File: src/rtl/tsic_sample_sched.sv
`timescale 1ns/1ps
// tsic_sample_sched: sequences A2D conversions and the temperature datapath
// (capture, multiply, add, transmit) for host reads and periodic auto
// samples. It also handles coefficient writes and a sticky conversion
// timeout. Every datapath strobe is a flop loaded from the next state.
//
// Handshake: cmd_rdy is a single-cycle valid with no ready. A host read or
// write that arrives while the sequencer is busy goes into a one-deep
// host_pend slot. A further one arriving while that slot is full is dropped.
// Configure (opcode 10) and clear-timeout (opcode 11) act in any state.
module tsic_sample_sched #(
  parameter int PRESCALE = 256,
  parameter int CONV_TMO = 4095
) (
  input  logic        clk,
  input  logic        rst,
  input  logic        cmd_rdy,
  input  logic [15:0] cmd,
  input  logic        cmplt,
  output logic        strt,
  output logic        wrtTmp,
  output logic        mult,
  output logic        addr,
  output logic        WE,
  output logic        trmt,
  output logic        busy,
  output logic        tmo_err,
  output logic [2:0]  state_dbg
);

  typedef enum logic [2:0] {
    IDLE  = 3'd0,
    CONV  = 3'd1,
    WAIT  = 3'd2,
    STORE = 3'd3,
    MUL   = 3'd4,
    ADD   = 3'd5,
    XMIT  = 3'd6,
    WRT   = 3'd7
  } state_t;

  localparam int PW = (PRESCALE > 1) ? $clog2(PRESCALE) : 1;
  localparam int TW = (CONV_TMO > 1) ? $clog2(CONV_TMO + 1) : 1;
  localparam logic [PW-1:0] PSC_LAST = PW'(PRESCALE - 1);
  localparam logic [TW-1:0] TMO_LAST = TW'(CONV_TMO - 1);

  state_t        state, state_nx;
  logic [PW-1:0] psc;
  logic [11:0]   ivl, ivl_inc, period;
  logic          auto_en, auto_pend, auto_tick, psc_wrap;
  logic          host_pend, hp_write, hp_addr;
  logic          is_auto, auto_nx, wr_addr, wr_addr_nx;
  logic [TW-1:0] tmo_cnt;
  logic          cmplt_q, tmo_fire;
  logic          host_cmd, cfg_cmd, clr_cmd;
  logic          take_cmd, serve_host_pend, serve_auto;

  // Opcodes 00 and 01 both have bit 15 clear; bit 14 marks a write.
  assign host_cmd  = cmd_rdy && !cmd[15];
  assign cfg_cmd   = cmd_rdy && (cmd[15:14] == 2'b10);
  assign clr_cmd   = cmd_rdy && (cmd[15:14] == 2'b11);
  assign state_dbg = state;

  assign psc_wrap  = (psc == PSC_LAST);
  assign ivl_inc   = ivl + 12'd1;
  assign auto_tick = psc_wrap && auto_en && (period != 12'd0) && (ivl_inc >= period);

  // State register.
  always_ff @(posedge clk or posedge rst) begin
    if (rst) state <= IDLE;
    else     state <= state_nx;
  end

  // Next-state logic and IDLE arbitration: pending host, then a new host
  // command, then a pending auto sample.
  always_comb begin
    state_nx        = state;
    auto_nx         = is_auto;
    wr_addr_nx      = wr_addr;
    take_cmd        = 1'b0;
    serve_host_pend = 1'b0;
    serve_auto      = 1'b0;
    tmo_fire        = 1'b0;
    case (state)
      IDLE: begin
        if (host_pend) begin
          serve_host_pend = 1'b1;
          auto_nx         = 1'b0;
          if (hp_write) begin
            state_nx   = WRT;
            wr_addr_nx = hp_addr;
          end else begin
            state_nx = CONV;
          end
        end else if (host_cmd) begin
          take_cmd = 1'b1;
          auto_nx  = 1'b0;
          if (cmd[14]) begin
            state_nx   = WRT;
            wr_addr_nx = cmd[12];
          end else begin
            state_nx = CONV;
          end
        end else if (auto_pend) begin
          serve_auto = 1'b1;
          auto_nx    = 1'b1;
          state_nx   = CONV;
        end
      end
      CONV:  state_nx = WAIT;
      WAIT: begin
        if (cmplt_q) begin
          state_nx = STORE;
        end else if (tmo_cnt == TMO_LAST) begin
          tmo_fire = 1'b1;
          state_nx = IDLE;
        end
      end
      STORE: state_nx = MUL;
      MUL:   state_nx = ADD;
      ADD:   state_nx = XMIT;
      XMIT:  state_nx = IDLE;
      WRT:   state_nx = IDLE;
      default: state_nx = IDLE;
    endcase
  end

  // Interval timer: the prescaler drives the interval counter. A tick
  // raises the sticky auto_pend bit. A tick that lands on an already
  // pending request simply merges with it.
  always_ff @(posedge clk or posedge rst) begin
    if (rst) begin
      psc       <= '0;
      ivl       <= '0;
      period    <= '0;
      auto_en   <= 1'b0;
      auto_pend <= 1'b0;
    end else begin
      psc <= psc_wrap ? '0 : psc + PW'(1);
      if (cfg_cmd) begin
        period    <= cmd[11:0];
        auto_en   <= cmd[13];
        ivl       <= '0;
        auto_pend <= 1'b0;
      end else begin
        if (psc_wrap) ivl <= auto_tick ? 12'd0 : ivl_inc;
        if (auto_tick)       auto_pend <= 1'b1;
        else if (serve_auto) auto_pend <= 1'b0;
      end
    end
  end

  // One-deep host slot. When the slot is served, a host command arriving
  // in that same IDLE cycle takes its place.
  always_ff @(posedge clk or posedge rst) begin
    if (rst) begin
      host_pend <= 1'b0;
      hp_write  <= 1'b0;
      hp_addr   <= 1'b0;
    end else if (serve_host_pend) begin
      host_pend <= host_cmd;
      hp_write  <= cmd[14];
      hp_addr   <= cmd[12];
    end else if (host_cmd && !take_cmd && !host_pend) begin
      host_pend <= 1'b1;
      hp_write  <= cmd[14];
      hp_addr   <= cmd[12];
    end
  end

  // Conversion wait: cmplt is registered only while in WAIT, so an early
  // cmplt is ignored. The timeout counter is held at zero outside WAIT.
  always_ff @(posedge clk or posedge rst) begin
    if (rst) begin
      cmplt_q <= 1'b0;
      tmo_cnt <= '0;
      tmo_err <= 1'b0;
      is_auto <= 1'b0;
      wr_addr <= 1'b0;
    end else begin
      cmplt_q <= cmplt && (state == WAIT);
      tmo_cnt <= (state == WAIT) ? tmo_cnt + TW'(1) : '0;
      if (tmo_fire)     tmo_err <= 1'b1;
      else if (clr_cmd) tmo_err <= 1'b0;
      is_auto <= auto_nx;
      wr_addr <= wr_addr_nx;
    end
  end

  // Registered strobes decoded from the next state. An auto sample only
  // transmits if auto_en is still set when XMIT is entered.
  always_ff @(posedge clk or posedge rst) begin
    if (rst) begin
      strt   <= 1'b0;
      wrtTmp <= 1'b0;
      mult   <= 1'b0;
      addr   <= 1'b0;
      WE     <= 1'b0;
      trmt   <= 1'b0;
      busy   <= 1'b0;
    end else begin
      strt   <= (state_nx == CONV);
      wrtTmp <= (state_nx == STORE);
      mult   <= (state_nx == MUL);
      addr   <= (state_nx == ADD) || ((state_nx == WRT) && wr_addr_nx);
      WE     <= (state_nx == WRT);
      trmt   <= (state_nx == XMIT) && (!auto_nx || auto_en);
      busy   <= (state_nx != IDLE);
    end
  end

endmodule
File: config.mk
export PLATFORM = sky130hd
export DESIGN_NAME = tsic_sample_sched
export DESIGN_NICKNAME = d
export VERILOG_FILES = /design/src/rtl/tsic_sample_sched.sv
export SDC_FILE = /design/constraint.sdc
export NUM_CORES = 1
export LEC_CHECK = 0
export CELL_PAD_IN_SITES_DETAIL_PLACEMENT = 1
export CELL_PAD_IN_SITES_GLOBAL_PLACEMENT = 1
export CORE_AREA = 2 2 85 87
export DETAILED_ROUTE_END_ITERATION = 7
export DIE_AREA = 0 0 87 89
export MAX_ROUTING_LAYER = met4
export PLACE_DENSITY_LB_ADDON = 0.1
export SLEW_MARGIN = 0
export SYNTH_ARGS = -nofsm -noshare
export SYNTH_HDL_FRONTEND = slang
export SYNTH_SLANG_ARGS = --single-unit
File: constraint.sdc
create_clock -name clk -period 4.9 [get_ports clk]
set_input_delay 1.225 -clock clk [delete_from_list [all_inputs] [get_ports clk]]
set_output_delay 1.225 -clock clk [all_outputs]
set_load 0.01 [all_outputs]
---- After elaboration in Yosys (flattened, before gate mapping) ----
Index checks and enable logic that the tools add are counted.
cells by class
  mux-type cells .......................... 45
  equality and inequality tests ........... 17
  magnitude comparators ................... 1
  reduce and logical (&&, ||, !) cells .... 25
  add/sub/neg operators ................... 3
operators by type and width
  cell                     count
  $mux W12                 4
  $mux W1                  32
  $add A12 B1 Y12 const B  2
  $eq A3 B3 Y1 const B     8
  $mux W3                  7
  $pmux W3 S7              1
  $eq A12 B12 Y1 const B   1
  $ge A12 B12 Y1           1
  $reduce_bool A12 Y1      1
  $logic_and A1 B1 Y1      11
  $eq A3 B2 Y1 const B     3
  $add A8 B1 Y8 const B    1
  $eq A8 B8 Y1 const B     1
  $mux W8                  1
  $eq A3 B1 Y1 const B     2
  $reduce_bool A2 Y1       3
  $reduce_bool A3 Y1       2
  $eq A2 B2 Y1 const B     2
  $logic_not A1 Y1         4
  $logic_not A3 Y1         1
  $logic_or A1 B1 Y1       2
  $reduce_or A2 Y1         1
word-level totals
  output and inout bits ................... 11
  word-level logic and storage cells ...... 112
  bits in registers ....................... 63

---- Logic depth before layout (Yosys ltp) ----
  depth after elaboration ................. 10
  depth in mapped cells ................... 13
  mapped depth without buffers ............ 12

---- Least setup slack after synthesis ----
No wires, ideal clock.
  path kind ............................... register -> register
  start ................................... reg ivl[0]
  end ..................................... reg ivl[2]
  setup slack ............................. 2271 ps
  path buffers ............................ 1
  data arrival time ....................... 2493 ps
  library setup time ...................... 136 ps
  stages on the path, launching flop included .. 14
  period minus slack after synthesis ...... 2629 ps
  data required time ...................... 4764 ps
  cell sequence ........................... dfrtp_1 ha_1 nand3_1 nor2_1 and3_1 xnor2_1 inv_1 ha_1 nand4_1 nor3_1 a22oi_1 a21oi_1 buf_2 a211oi_1
between the ends
  word-level cells in the longest chain between the ends .. 6
RTL lines
  what                       line  source
  start, declared            49    logic [11:0] ivl, ivl_inc, period;
  start signal, assigned     146   if (psc_wrap) ivl <= auto_tick ? 12'd0 : ivl_inc;
  $add A12 B1 Y12 (*)        65    assign ivl_inc = ivl + 12'd1;
  $ge A12 B12 Y1             66    assign auto_tick = psc_wrap && auto_en && (period != 12'd0) && (ivl_inc >= period);
  $logic_and A1 B1 Y1        66
  $mux W12 (*) (2 in a row)  146
  $mux W12 (*)               140   if (cfg_cmd) begin
Every way passes the cells marked *; elsewhere a longest branch is shown, timed or not. The select of a mux whose other input is x is not followed.
A chain may end at the register's enable or synchronous reset.

---- Worst setup path after layout ----
  start ................................... reg ivl[0]
  end ..................................... reg ivl[3]
The elaborated chain is that of the path after synthesis.

==> impl_results.md <==
* Via Count at between 2000 and 2500
* Placed instance count at between 400 and 500
* Root Buffer Master: clkbuf_8
* Detailed Routing Iterations Pass 1 at 4
* VDD IR-drop max at ~0.00015 V
* Footprint of the multi-input gates at 1425 um2
* Number of synthesized flops with an enable pin at 0
* Most frequent cells in the layout: 63 x dfrtp_1, 45 x nand2_1, 30 x clkdlybuf4s50_1
* Ant diodes at 0
* Critical path's slowest cell: a21oi_1
* Cell area after layout at roughly 3700 um2
* TritonCTS clock tree: built
* Syn avg cell area at approximately 9.7 um2
* Flops & latches, synth at 63
* Most common cell after layout, fill and taps aside: dfrtp_1
* Post-layout min period at between 3000 and 4000 ps
* Seq. cell area at between 1500 and 2000 um2
* Layout cell share with drive strength beyond 1 at slightly below 8%
* Ports at 31
* Most used cell, CP: ha_1
* RSZ-0062 raised after global routing: no
* First-pass GRT wire length at between 10000 and 15000 um
* Final wirelength at roughly 7000 um
* Sequential area share after synthesis at between 50% and 60%
* IO buf count at 30
* Area after DPL at between 3000 and 4000 um2
* Worst hold stages at 1
* Final Skew at between 6 and 7 ps
* Fillers at between 700 and 800
* Antenna Nets Post-Route at 0
* Pin count of the biggest net entering global routing at 47
* Initial antenna violation count at 0
* FP Rows at 30
* Power density cells at 390.0 nW/um2
* Final period utilization at between 70% and 80%
* Fmax at about 280 MHz
* Worst Tran Pin Value at roughly 1000 ps
* Worst Setup Start Kind: flop
* Initial Utilization at roughly 47%
* Slowest stage delay, CP at 830 ps
* Critical Path RT at 5080 ps
* Avg Vias per Cell at roughly 5.4
* Post-Synthesis Cells at 321
* MaxCap Viol Count at 0
* CTS Buf Count at 9
* Cell family with most CP delay: compound AO/OA/AOI/OAI gates
* Post-layout nets at between 300 and 400
* Starting DRT DRC Count at between 60 and 70
* Die area at between 7000 and 8000 um2
* CP max FO at 12
* Post-Layout Cell Count at roughly 440
* Grt total ovfl at 0
* CP Class: reg2reg
* WL/cell at 15.88 um
* End-of-flow core utilization at around 55%
* Number of remaining DRC errors at 0
* Buf+Inv Stages, Crit Path at 1
* Area grow syn2layout at 18.87%
* Setup Total Neg Slack at 0 ps
* DP HPWL at 5014 um
* Mapped Nets at ~360
* Unique cell type count in the Yosys netlist at between 40 and 50
* Sink Count at 63
* Chip Width at approximately 87 um
* Final hold vios at 0
* Synth area leader: dfrtp_1
* Core ar. at between 6000 and 7000 um2
* Largest cells by area after synthesis: dfrtp_1 50%, ha_1 6.4%, xor2_1 5.9%, nand2_1 5.4%, nor2_1 3.1%
* Max Slew Vio Count at 0
* Leak Pwr at 0.001760 uW
* Mapped cell area at 3129 um2
* Clk_lat worst skew at between 300 and 400 ps
* Global Route Usage Sum at around a fifth
* Instance count on the critical path at 12
* Outcome: completed
* Via count of the first global-routing pass at about 2600
* Clock Path Buffers at 2
* Reg2reg path depth at 12
* Post-CTS setup buffers at 0
* CTS resizes at 0
* Worst Hold Class: reg2reg
* GPL Wtd Cong at slightly below 0.8
* Yosys warns at 0
* Critical Path, Cell by Cell: ha_1, nand3_1, nor2_1, and3_1, xnor2_1, inv_1, ha_1, nand4_1, nor3_1, a22oi_1, a21oi_1, o31ai_1
* Synth async-reset ratio at 100.0%
* Hold_buf cts at 0
* Final setup fails at 0
* Setup crit end kind: flop
* CTS H-tree depth at 3
* Clock transition at the registers of the reported paths at 70 ps
* Die height at 89 um
* Post-synth top area share at between 50% and 60%
* Slew margin rel. at around a third
* WP data arrival at approximately 3800 ps
* Top FF cell, synth: dfrtp_1
report_power, final:
part	internal (uW)	switching [uW]
Combinational	155	185
Sequential	595	54.8
Clock	259	203
worst reg2reg max path, delay by kind of cell, from the launching register on:
family          cells  cell delay (ps)
buf+inv             1               70
simple gates        5             1060
fa+ha+maj           2              550
flops               1              460
compound gates      3             1160
xor+xnor            1              160
per-layer routing:
layer  part of all wire, %  wire (um)  vias to the layer above  GRT usage (%)
met5                     0          0                        -              -
li1                      -          -                     1170              -
met3                   2.3        162                        8          4.155
met4                   1.3         89                        0          6.250
met2                    52       3616                       26          36.02
met1                    45       3152                     1192          24.76
registers in the layout (all words and copies together) (netlist names), 3 cells and up:
register and count:
state_dbg 3, psc 8, tmo_cnt 12, ivl 12, period 12
metrics by stage:
step | worst slack [ps] | hold WS, ps | power [uW]
after CTS | 1304 | 484.6 | 1467
after detailed placement | 1387 | 472.9 | 1002
after floorplan | 2105 | 446.1 | 854.1
after global placement | 1528 | 463.4 | 989.7
final | 1298 | 482.1 | 1451
after global routing | 935.8 | 501.1 | 1540
cells in the mapped netlist, drive strengths merged, types with 2 or more instances:
cell	number
dfrtp	63
nand2	45
inv	26
nor2	26
xor2	21
o21ai	19
ha	16
nand3	13
a21oi	9
nor3	9
and3	7
o31ai	7
xnor2	7
a211oi	5
clkbuf	5
nand4	5
and2	4
and4	3
nor4	3
a21o	2
a31oi	2
buf	2
mux2	2
nand2b	2
nor2b	2
o21bai	2
or3	2
cells by family (layout without fill, tap and decap cells):
kind of cell             count (synthesis)  after routing  share of synthesized area (%)
AO/OA/AOI/OAI                           54             54                          10.92
XOR/XNOR                                28             28                          7.837
buffers and inverters                   33             74                          4.078
adder cells (fa/ha/maj)                 16             16                          6.397
flip-flops                              63             63                          50.38
multiplexers                             2              2                         0.7197
AND/OR/NAND/NOR                        125            125                          19.67
path summary, 6_finish.rpt:
path	from	end	slack (ps)
setup / recovery	ivl[0]$_DFFE_PP0P_	ivl[3]$_DFFE_PP0P_	1300
hold / removal	psc[4]$_DFF_PP0_	psc[4]$_DFF_PP0_	480
setup reg to reg	ivl[0]$_DFFE_PP0P_	ivl[3]$_DFFE_PP0P_	1300
hold reg to reg	psc[4]$_DFF_PP0_	psc[4]$_DFF_PP0_	480
max in group asynchronous	rst	tmo_err$_DFFE_PP0P_	2670
min in group asynchronous	rst	tmo_cnt[0]$_DFF_PP0_	1430
cell type report:
type	instances	share of cell area [%]
Clock buffer	12	4.171
Timing Repair Buffer	33	8.678
Inverter	26	2.624
Clock inverter	3	1.144
Multi-Input combinational cell	225	38.31
Sequential cell	63	42.38
Tap cell	80	2.691
Power figures use the tool's default switching activity.
